## src/rtl/aoc_pkg.sv

```systemverilog
// Shared constants, UART receiver state encoding and the seven-segment glyph helper.
package aoc_pkg;

  localparam int unsigned CLK_FREQ_HZ  = 25_000_000;
  localparam int unsigned BAUD         = 115_200;
  localparam int unsigned CLKS_PER_BIT = CLK_FREQ_HZ / BAUD;
  localparam int unsigned ANSWER_W     = 32;

  localparam logic [7:0] ASCII_0  = 8'h30;
  localparam logic [7:0] ASCII_9  = 8'h39;
  localparam logic [7:0] ASCII_LF = 8'h0A;
  localparam logic [7:0] ASCII_CR = 8'h0D;

  typedef enum logic [1:0] {IDLE, START, DATA, STOP} uart_state_t;

  // Hex nibble to active-low segments, bit 6 = a ... bit 0 = g.
  function automatic logic [6:0] hex_to_seg(logic [3:0] nib);
    logic [6:0] lit;
    lit = '0;
    case (nib)
      4'h0: lit = 7'b1111110;
      4'h1: lit = 7'b0110000;
      4'h2: lit = 7'b1101101;
      4'h3: lit = 7'b1111001;
      4'h4: lit = 7'b0110011;
      4'h5: lit = 7'b1011011;
      4'h6: lit = 7'b1011111;
      4'h7: lit = 7'b1110000;
      4'h8: lit = 7'b1111111;
      4'h9: lit = 7'b1111011;
      4'hA: lit = 7'b1110111;
      4'hB: lit = 7'b0011111;
      4'hC: lit = 7'b1001110;
      4'hD: lit = 7'b0111101;
      4'hE: lit = 7'b1001111;
      4'hF: lit = 7'b1000111;
      default: lit = '0;
    endcase
    return ~lit;
  endfunction

endpackage

```

## src/rtl/uart_rx.sv

```systemverilog
// 8N1 UART receiver: RX conditioning, falling-edge start detect and a framing FSM.
// Define AOC_RX_SYNC_EN to pass RX through a 2-flop synchronizer; otherwise a single
// register feeds the edge detector.
module uart_rx #(
  parameter int unsigned ClksPerBit = aoc_pkg::CLKS_PER_BIT
) (
  input  logic       clk_i,
  input  logic       rst_ni,
  input  logic       rx_i,
  output logic       byte_valid_o,
  output logic [7:0] byte_data_o,
  output logic       busy_o,
  output logic       frame_err_o
);
  import aoc_pkg::*;

  localparam int unsigned CntW = $clog2(ClksPerBit + 1);
  localparam logic [CntW-1:0] CntFull = CntW'(ClksPerBit - 1);
  localparam logic [CntW-1:0] CntHalf = CntW'(ClksPerBit / 2 - 1);

  logic rx_sync_q;
  logic rx_prev_q;
  logic start_edge;

`ifdef AOC_RX_SYNC_EN
  logic rx_meta_q;
  // Two-flop synchronizer; resets low so a start needs a prior high sample.
  always_ff @(posedge clk_i or negedge rst_ni) begin
    if (!rst_ni) begin
      rx_meta_q <= 1'b0;
      rx_sync_q <= 1'b0;
    end else begin
      rx_meta_q <= rx_i;
      rx_sync_q <= rx_meta_q;
    end
  end
`else
  // Single input register; resets low so a start needs a prior high sample.
  always_ff @(posedge clk_i or negedge rst_ni) begin
    if (!rst_ni) begin
      rx_sync_q <= 1'b0;
    end else begin
      rx_sync_q <= rx_i;
    end
  end
`endif

  // Previous conditioned sample for falling-edge detection.
  always_ff @(posedge clk_i or negedge rst_ni) begin
    if (!rst_ni) begin
      rx_prev_q <= 1'b0;
    end else begin
      rx_prev_q <= rx_sync_q;
    end
  end

  assign start_edge = rx_prev_q & ~rx_sync_q;

  uart_state_t     state_q;
  logic [CntW-1:0] cnt_q;
  logic [2:0]      bit_idx_q;
  logic [7:0]      shift_q;
  logic            byte_valid_q;
  logic [7:0]      byte_data_q;
  logic            frame_err_q;

  // Frame FSM; strobes are registered and last exactly one cycle.
  always_ff @(posedge clk_i or negedge rst_ni) begin
    if (!rst_ni) begin
      state_q      <= IDLE;
      cnt_q        <= '0;
      bit_idx_q    <= '0;
      shift_q      <= '0;
      byte_valid_q <= 1'b0;
      byte_data_q  <= '0;
      frame_err_q  <= 1'b0;
    end else begin
      byte_valid_q <= 1'b0;
      frame_err_q  <= 1'b0;
      unique case (state_q)
        IDLE: begin
          cnt_q <= '0;
          if (start_edge) state_q <= START;
        end
        START: begin
          if (cnt_q == CntHalf) begin
            cnt_q     <= '0;
            bit_idx_q <= '0;
            // A start bit that is already high again was a glitch.
            state_q   <= rx_sync_q ? IDLE : DATA;
          end else begin
            cnt_q <= cnt_q + 1'b1;
          end
        end
        DATA: begin
          if (cnt_q == CntFull) begin
            cnt_q     <= '0;
            shift_q   <= {rx_sync_q, shift_q[7:1]};
            bit_idx_q <= bit_idx_q + 1'b1;
            if (bit_idx_q == 3'd7) state_q <= STOP;
          end else begin
            cnt_q <= cnt_q + 1'b1;
          end
        end
        STOP: begin
          if (cnt_q == CntFull) begin
            cnt_q   <= '0;
            state_q <= IDLE;
            if (rx_sync_q) begin
              byte_valid_q <= 1'b1;
              byte_data_q  <= shift_q;
            end else begin
              frame_err_q <= 1'b1;
            end
          end else begin
            cnt_q <= cnt_q + 1'b1;
          end
        end
        default: state_q <= IDLE;
      endcase
    end
  end

  assign byte_valid_o = byte_valid_q;
  assign byte_data_o  = byte_data_q;
  assign frame_err_o  = frame_err_q;
  assign busy_o       = (state_q != IDLE);

endmodule

```

## src/rtl/aoc_top.sv

```systemverilog
// Board top: UART receiver feeding an on-the-fly max-group-sum parser, answer low byte
// on two seven-segment digits. RX conditioning depth is selected by AOC_RX_SYNC_EN.
module aoc_top #(
  parameter int unsigned CLK_FREQ_HZ = 25_000_000,
  parameter int unsigned BAUD        = 115_200,
  parameter int unsigned ANSWER_W    = aoc_pkg::ANSWER_W
) (
  input  logic CLK,
  input  logic SW1,
  input  logic RX,
  output logic S1_A,
  output logic S1_B,
  output logic S1_C,
  output logic S1_D,
  output logic S1_E,
  output logic S1_F,
  output logic S1_G,
  output logic S2_A,
  output logic S2_B,
  output logic S2_C,
  output logic S2_D,
  output logic S2_E,
  output logic S2_F,
  output logic S2_G,
  output logic LED1,
  output logic LED2,
  output logic LED3,
  output logic LED4
);
  import aoc_pkg::*;

  localparam int unsigned ClksPerBit = CLK_FREQ_HZ / BAUD;

  logic       byte_valid;
  logic [7:0] byte_data;
  logic       busy;
  logic       frame_err;

  uart_rx #(
    .ClksPerBit(ClksPerBit)
  ) u_uart_rx (
    .clk_i       (CLK),
    .rst_ni      (SW1),
    .rx_i        (RX),
    .byte_valid_o(byte_valid),
    .byte_data_o (byte_data),
    .busy_o      (busy),
    .frame_err_o (frame_err)
  );

  logic is_digit;
  logic is_lf;
  logic is_cr;

  assign is_digit = (byte_data >= ASCII_0) && (byte_data <= ASCII_9);
  assign is_lf    = (byte_data == ASCII_LF);
  assign is_cr    = (byte_data == ASCII_CR);

  logic led1_q;
  logic err_q;

  // Activity toggle per accepted byte and sticky error for framing or illegal bytes.
  always_ff @(posedge CLK or negedge SW1) begin
    if (!SW1) begin
      led1_q <= 1'b0;
      err_q  <= 1'b0;
    end else begin
      if (byte_valid) led1_q <= ~led1_q;
      if (frame_err || (byte_valid && !is_digit && !is_lf && !is_cr)) err_q <= 1'b1;
    end
  end

  if (1) begin : sol
    logic [ANSWER_W-1:0] cur_q;
    logic [ANSWER_W-1:0] group_q;
    logic [ANSWER_W-1:0] best_q;
    logic [ANSWER_W-1:0] answer_q;
    logic                has_digit_q;
    logic [ANSWER_W-1:0] digit;
    logic [ANSWER_W-1:0] answer;

    assign digit  = ANSWER_W'(byte_data - ASCII_0);
    assign answer = answer_q;

    // Parser state moves on accepted bytes; answer tracks the open group every cycle.
    always_ff @(posedge CLK or negedge SW1) begin
      if (!SW1) begin
        cur_q       <= '0;
        group_q     <= '0;
        best_q      <= '0;
        answer_q    <= '0;
        has_digit_q <= 1'b0;
      end else begin
        if (byte_valid) begin
          if (is_digit) begin
            cur_q       <= cur_q * ANSWER_W'(10) + digit;
            has_digit_q <= 1'b1;
          end else if (is_lf) begin
            if (has_digit_q) begin
              group_q     <= group_q + cur_q;
              cur_q       <= '0;
              has_digit_q <= 1'b0;
            end else begin
              best_q  <= (group_q > best_q) ? group_q : best_q;
              group_q <= '0;
            end
          end
        end
        answer_q <= (best_q > group_q) ? best_q : group_q;
      end
    end
  end

  logic [6:0] seg_hi;
  logic [6:0] seg_lo;

  assign seg_hi = hex_to_seg(sol.answer[7:4]);
  assign seg_lo = hex_to_seg(sol.answer[3:0]);

  assign {S1_A, S1_B, S1_C, S1_D, S1_E, S1_F, S1_G} = seg_hi;
  assign {S2_A, S2_B, S2_C, S2_D, S2_E, S2_F, S2_G} = seg_lo;

  assign LED1 = led1_q;
  assign LED2 = busy;
  assign LED3 = err_q;
  assign LED4 = |sol.answer;

endmodule

```

## config.mk

```make
export PLATFORM = sky130hd
export DESIGN_NAME = aoc_top
export DESIGN_NICKNAME = d
export VERILOG_FILES = /design/src/rtl/aoc_pkg.sv /design/src/rtl/uart_rx.sv /design/src/rtl/aoc_top.sv
export SDC_FILE = /design/constraint.sdc
export NUM_CORES = 1
export LEC_CHECK = 0
export ABC_AREA = 0
export ABC_CLOCK_PERIOD_IN_PS = 7350
export BUFFER_PORTS_ARGS = -buffer_cell sky130_fd_sc_hd__buf_4
export CORE_ASPECT_RATIO = 1.4
export CORE_UTILIZATION = 40
export CTS_CLUSTER_DIAMETER = 100
export CTS_CLUSTER_SIZE = 20
export DETAILED_ROUTE_END_ITERATION = 7
export PLACE_DENSITY_LB_ADDON = 0.3
export REMOVE_ABC_BUFFERS = 1
export SYNTH_ARGS = -nofsm -noshare
export SYNTH_HDL_FRONTEND = slang
export SYNTH_SLANG_ARGS = --single-unit
```

## constraint.sdc

```tcl
create_clock -name CLK -period 7.35 [get_ports CLK]
set_clock_uncertainty 0.1 [all_clocks]
set_input_delay 0.3675 -clock CLK [delete_from_list [all_inputs] [get_ports CLK]]
set_output_delay 0.3675 -clock CLK [all_outputs]
set_load 0.05 [all_outputs]
```

==> impl_metrics.toml <==
[run_status]
outcome = "complete, no violations"

[setup_path]
worstSetupPathType = "flip-flop to flip-flop"
crit_path_frequent_cell = "a21o_1"
cp.required_ps = 7590
cp_top_family = "compound AO/OA/AOI/OAI gates"
cp.arrival_ps = 5560
r2r_end = "sol.cur_q[31]"
crit_chain = "ha_1 > ha_1 > fa_1 > a21o_1 > a21o_1 > a31oi_1 > a31oi_1 > o21ba_2 > a211o_1 > a21oi_1 > xnor2_1 > ha_1 > a21o_1 > a21o_1 > a21oi_1 > nor2_1 > a211oi_1 > o31ai_2 > o31ai_1 > xnor2_1 > a22o_1"
cp.depth = 21
rrSetupSlack_ps = 2020
worstSetupEndpoint = "sol.cur_q[31]"
worstSetupStartpointType = "flip-flop"
timing.rr.start = "sol.cur_q[1]"
r2r_cells = 21
crit_start = "sol.cur_q[1]"
critPathMaxFanout = 6
cp-end-kind = "flip-flop"
cp_num_buf_inv = 0
crit_slowest_cell = "dfrtp_1"
critical_path.max_stage_delay_ps = 470

[power_and_ir_drop]
ir_worst_vdd_v = 0.000128
p_per_area_nw_per_um2 = 147
p_leak_uw = 0.00705

[sta]
setup_viol = 0
worst_pin_slew_ps = 1060
fin_ws_ps = 2020
fin_crit_ps = 5330
fin_crit_sh = 0.725
rsz0062_at_grt = "no"
maxSlewHeadroom = 0.291
slew_viol_final = 0
hold_viol = 0
tns_ps = 0
max_freq_ghz = 0.188

[synthesis]
synth_edf_count = 0
syn_inst = 1258
yosys-top-cells-count = "168 x ha_1, 164 x dfrtp_1, 104 x nand2_1"
synth_top_area_cell = "dfrtp_1"
synth_flop_cell = "dfrtp_1"
ys_seq_area_frac = 0.332
ys_ff_latch = 164
synthArstFlopShare = 1.00
yosysWarnings = 0
synth.top_cell.area_share = 0.332
yosysMostFrequentCell = "ha_1"
syn_avg_cell_area_um2 = 9.82
syn_area_um2 = 12400
synth.top_cells.by_area = "dfrtp_1 33%, ha_1 17%, xnor2_1 4.0%"
synth_cell_types = 73

[routing]
wl_per_cell_um = 15.9
antenna_left = 0
drtPass1Iterations = 5
drc = 0
viasPerCell = 5.47
num_vias = 9122
drt_iter0_markers = 359
wl_um = 26500

[clock_tree]
cts.sinks = 164
numCtsBuffers = 17
clk_latency_ps = 440
path_clk_slew_ps = 70
post_cts_resized = 0
cts_max_level = 4
post_cts_buffers = 0
cts_tree = "yes"
cts_root_buf = "clkbuf_16"
clk_path_buf_depth = 2

[grt]
grtUsageTotal = 0.179
grt_max_degree = 85
antenna_found_initial = 0
grt_pass1_vias = 9236
grt_pass1_wl_um = 44700
grt-ovfl-total = 0

[final_layout]
utilization = 0.446
diodes = 0
final_nets = 1444
design_area_um2 = 13500
area_delta_synth_final_pct = 9.14
drive_gt1_frac = 0.126

[die]
die_h_um = 210
die_x_um = 151
start_util = 0.409
ios = 21
rows = 75
die-area_um2 = 31600
core-area_um2 = 30200

[placement]
place.gp.congestion = 0.828
dp_hpwl_um = 20600
io_buffer_count = 20
dp_slack_ps = 2020
placed_cell_area_um2 = 12800

[hold_path]
min-delay-start = "u_uart_rx.frame_err_o"
hold_class = "flip-flop to flip-flop"

[flow_run]
cap_viol_max_count = 0
-- how the worst min path moves through the flow --
stage,end,slack [ps],cells past startpoint
after floorplan,LED1,-30,0
after global placement,LED3,350,2
after detailed placement,LED3,340,2
after CTS,LED3,360,2
after global routing,LED3,390,2
final,LED3,350,2
-- worst reg2reg max path, delay by kind of cell (launching register included) --
family | cells | cell delay (ps)
xor+xnor | 2 | 270
fa+ha+maj | 4 | 1300
simple gates | 1 | 60
compound gates | 14 | 3030
flops | 1 | 470
-- cells by family after synthesis --
| logic type | Yosys count | share of synthesized area |
|---|---|---|
| AOI/OAI and AO/OA | 360 | 0.199 |
| and+or+nand+nor | 295 | 0.113 |
| adders and majority gates | 171 | 0.175 |
| DFF | 164 | 0.332 |
| buffers and inverters | 101 | 0.0362 |
| xor gates and xnor gates | 89 | 0.0631 |
| muxes | 78 | 0.0816 |
-- layout make-up --
cell class,instances,area (um2)
Multi-Input combinational cell,993,7820
Clock inverter,10,148
Clock buffer,21,470
Fill cell,2857,16700
Timing Repair Buffer,28,219
Tap cell,385,482
Sequential cell,164,4100
Inverter,66,248
-- stage by stage --
step	cells	power [uW]	hold slack, ps
2_1_floorplan	1223	1020	-28.1
3_3_place_gp	1634	1060	346
3_5_place_dp	1634	1060	338
4_1_cts	1667	2010	364
5_1_grt	1667	2070	393
6_report	1667	1980	355
-- cells in the final DEF (no fill, tap or decap), drive strengths merged, types with 6 or more instances in the layout --
cell / n
o21a: 15
o21bai: 17
a211oi: 15
a21oi: 84
dfrtp: 164
nand2b: 11
nor3: 10
inv: 68
ha: 168
nor2b: 15
a21o: 50
o22ai: 23
nor2: 70
clkbuf: 21
xnor2: 57
and3: 6
nor4: 9
o31ai: 10
o211ai: 6
or2: 8
mux2: 72
nand4: 15
xor2: 32
a31oi: 16
a22o: 31
nand2: 104
nand3: 27
o21ai: 59
buf: 26
-- sequential cells by signal, indices dropped and copies added (netlist names), named ones only --
name                    flops
u_uart_rx.bit_idx_q         3
sol.best_q                 32
u_uart_rx.byte_data_o       8
sol.cur_q                  32
u_uart_rx.rx_sync_q         1
LED3                        1
u_uart_rx.byte_valid_o      1
u_uart_rx.frame_err_o       1
sol.group_q                32
u_uart_rx.shift_q           8
sol.has_digit_q             1
u_uart_rx.cnt_q             8
sol.answer                 32
u_uart_rx.state_q           1
u_uart_rx.rx_prev_q         1
LED1                        1
-- repair_timing --
item,in CTS,in global routing
endpoints found under the setup margin,0,0
hold buffers,2,0
endpoints found under the hold margin,84,0
-- power by group --
part,internal [uW],switching [uW]
Clock,562,377
Combinational,34.1,79.3
Sequential,916,12.6
Total,1510,469
-- routing by layer --
layer	track usage	up-vias	wire, um
met1	0.212	4360	11700
met5	0	-	0
met2	0.324	94	13900
li1	-	4645	-
met3	0.0249	23	474
met4	0.0665	0	489
Note: power is estimated with default switching activity, not from simulation.
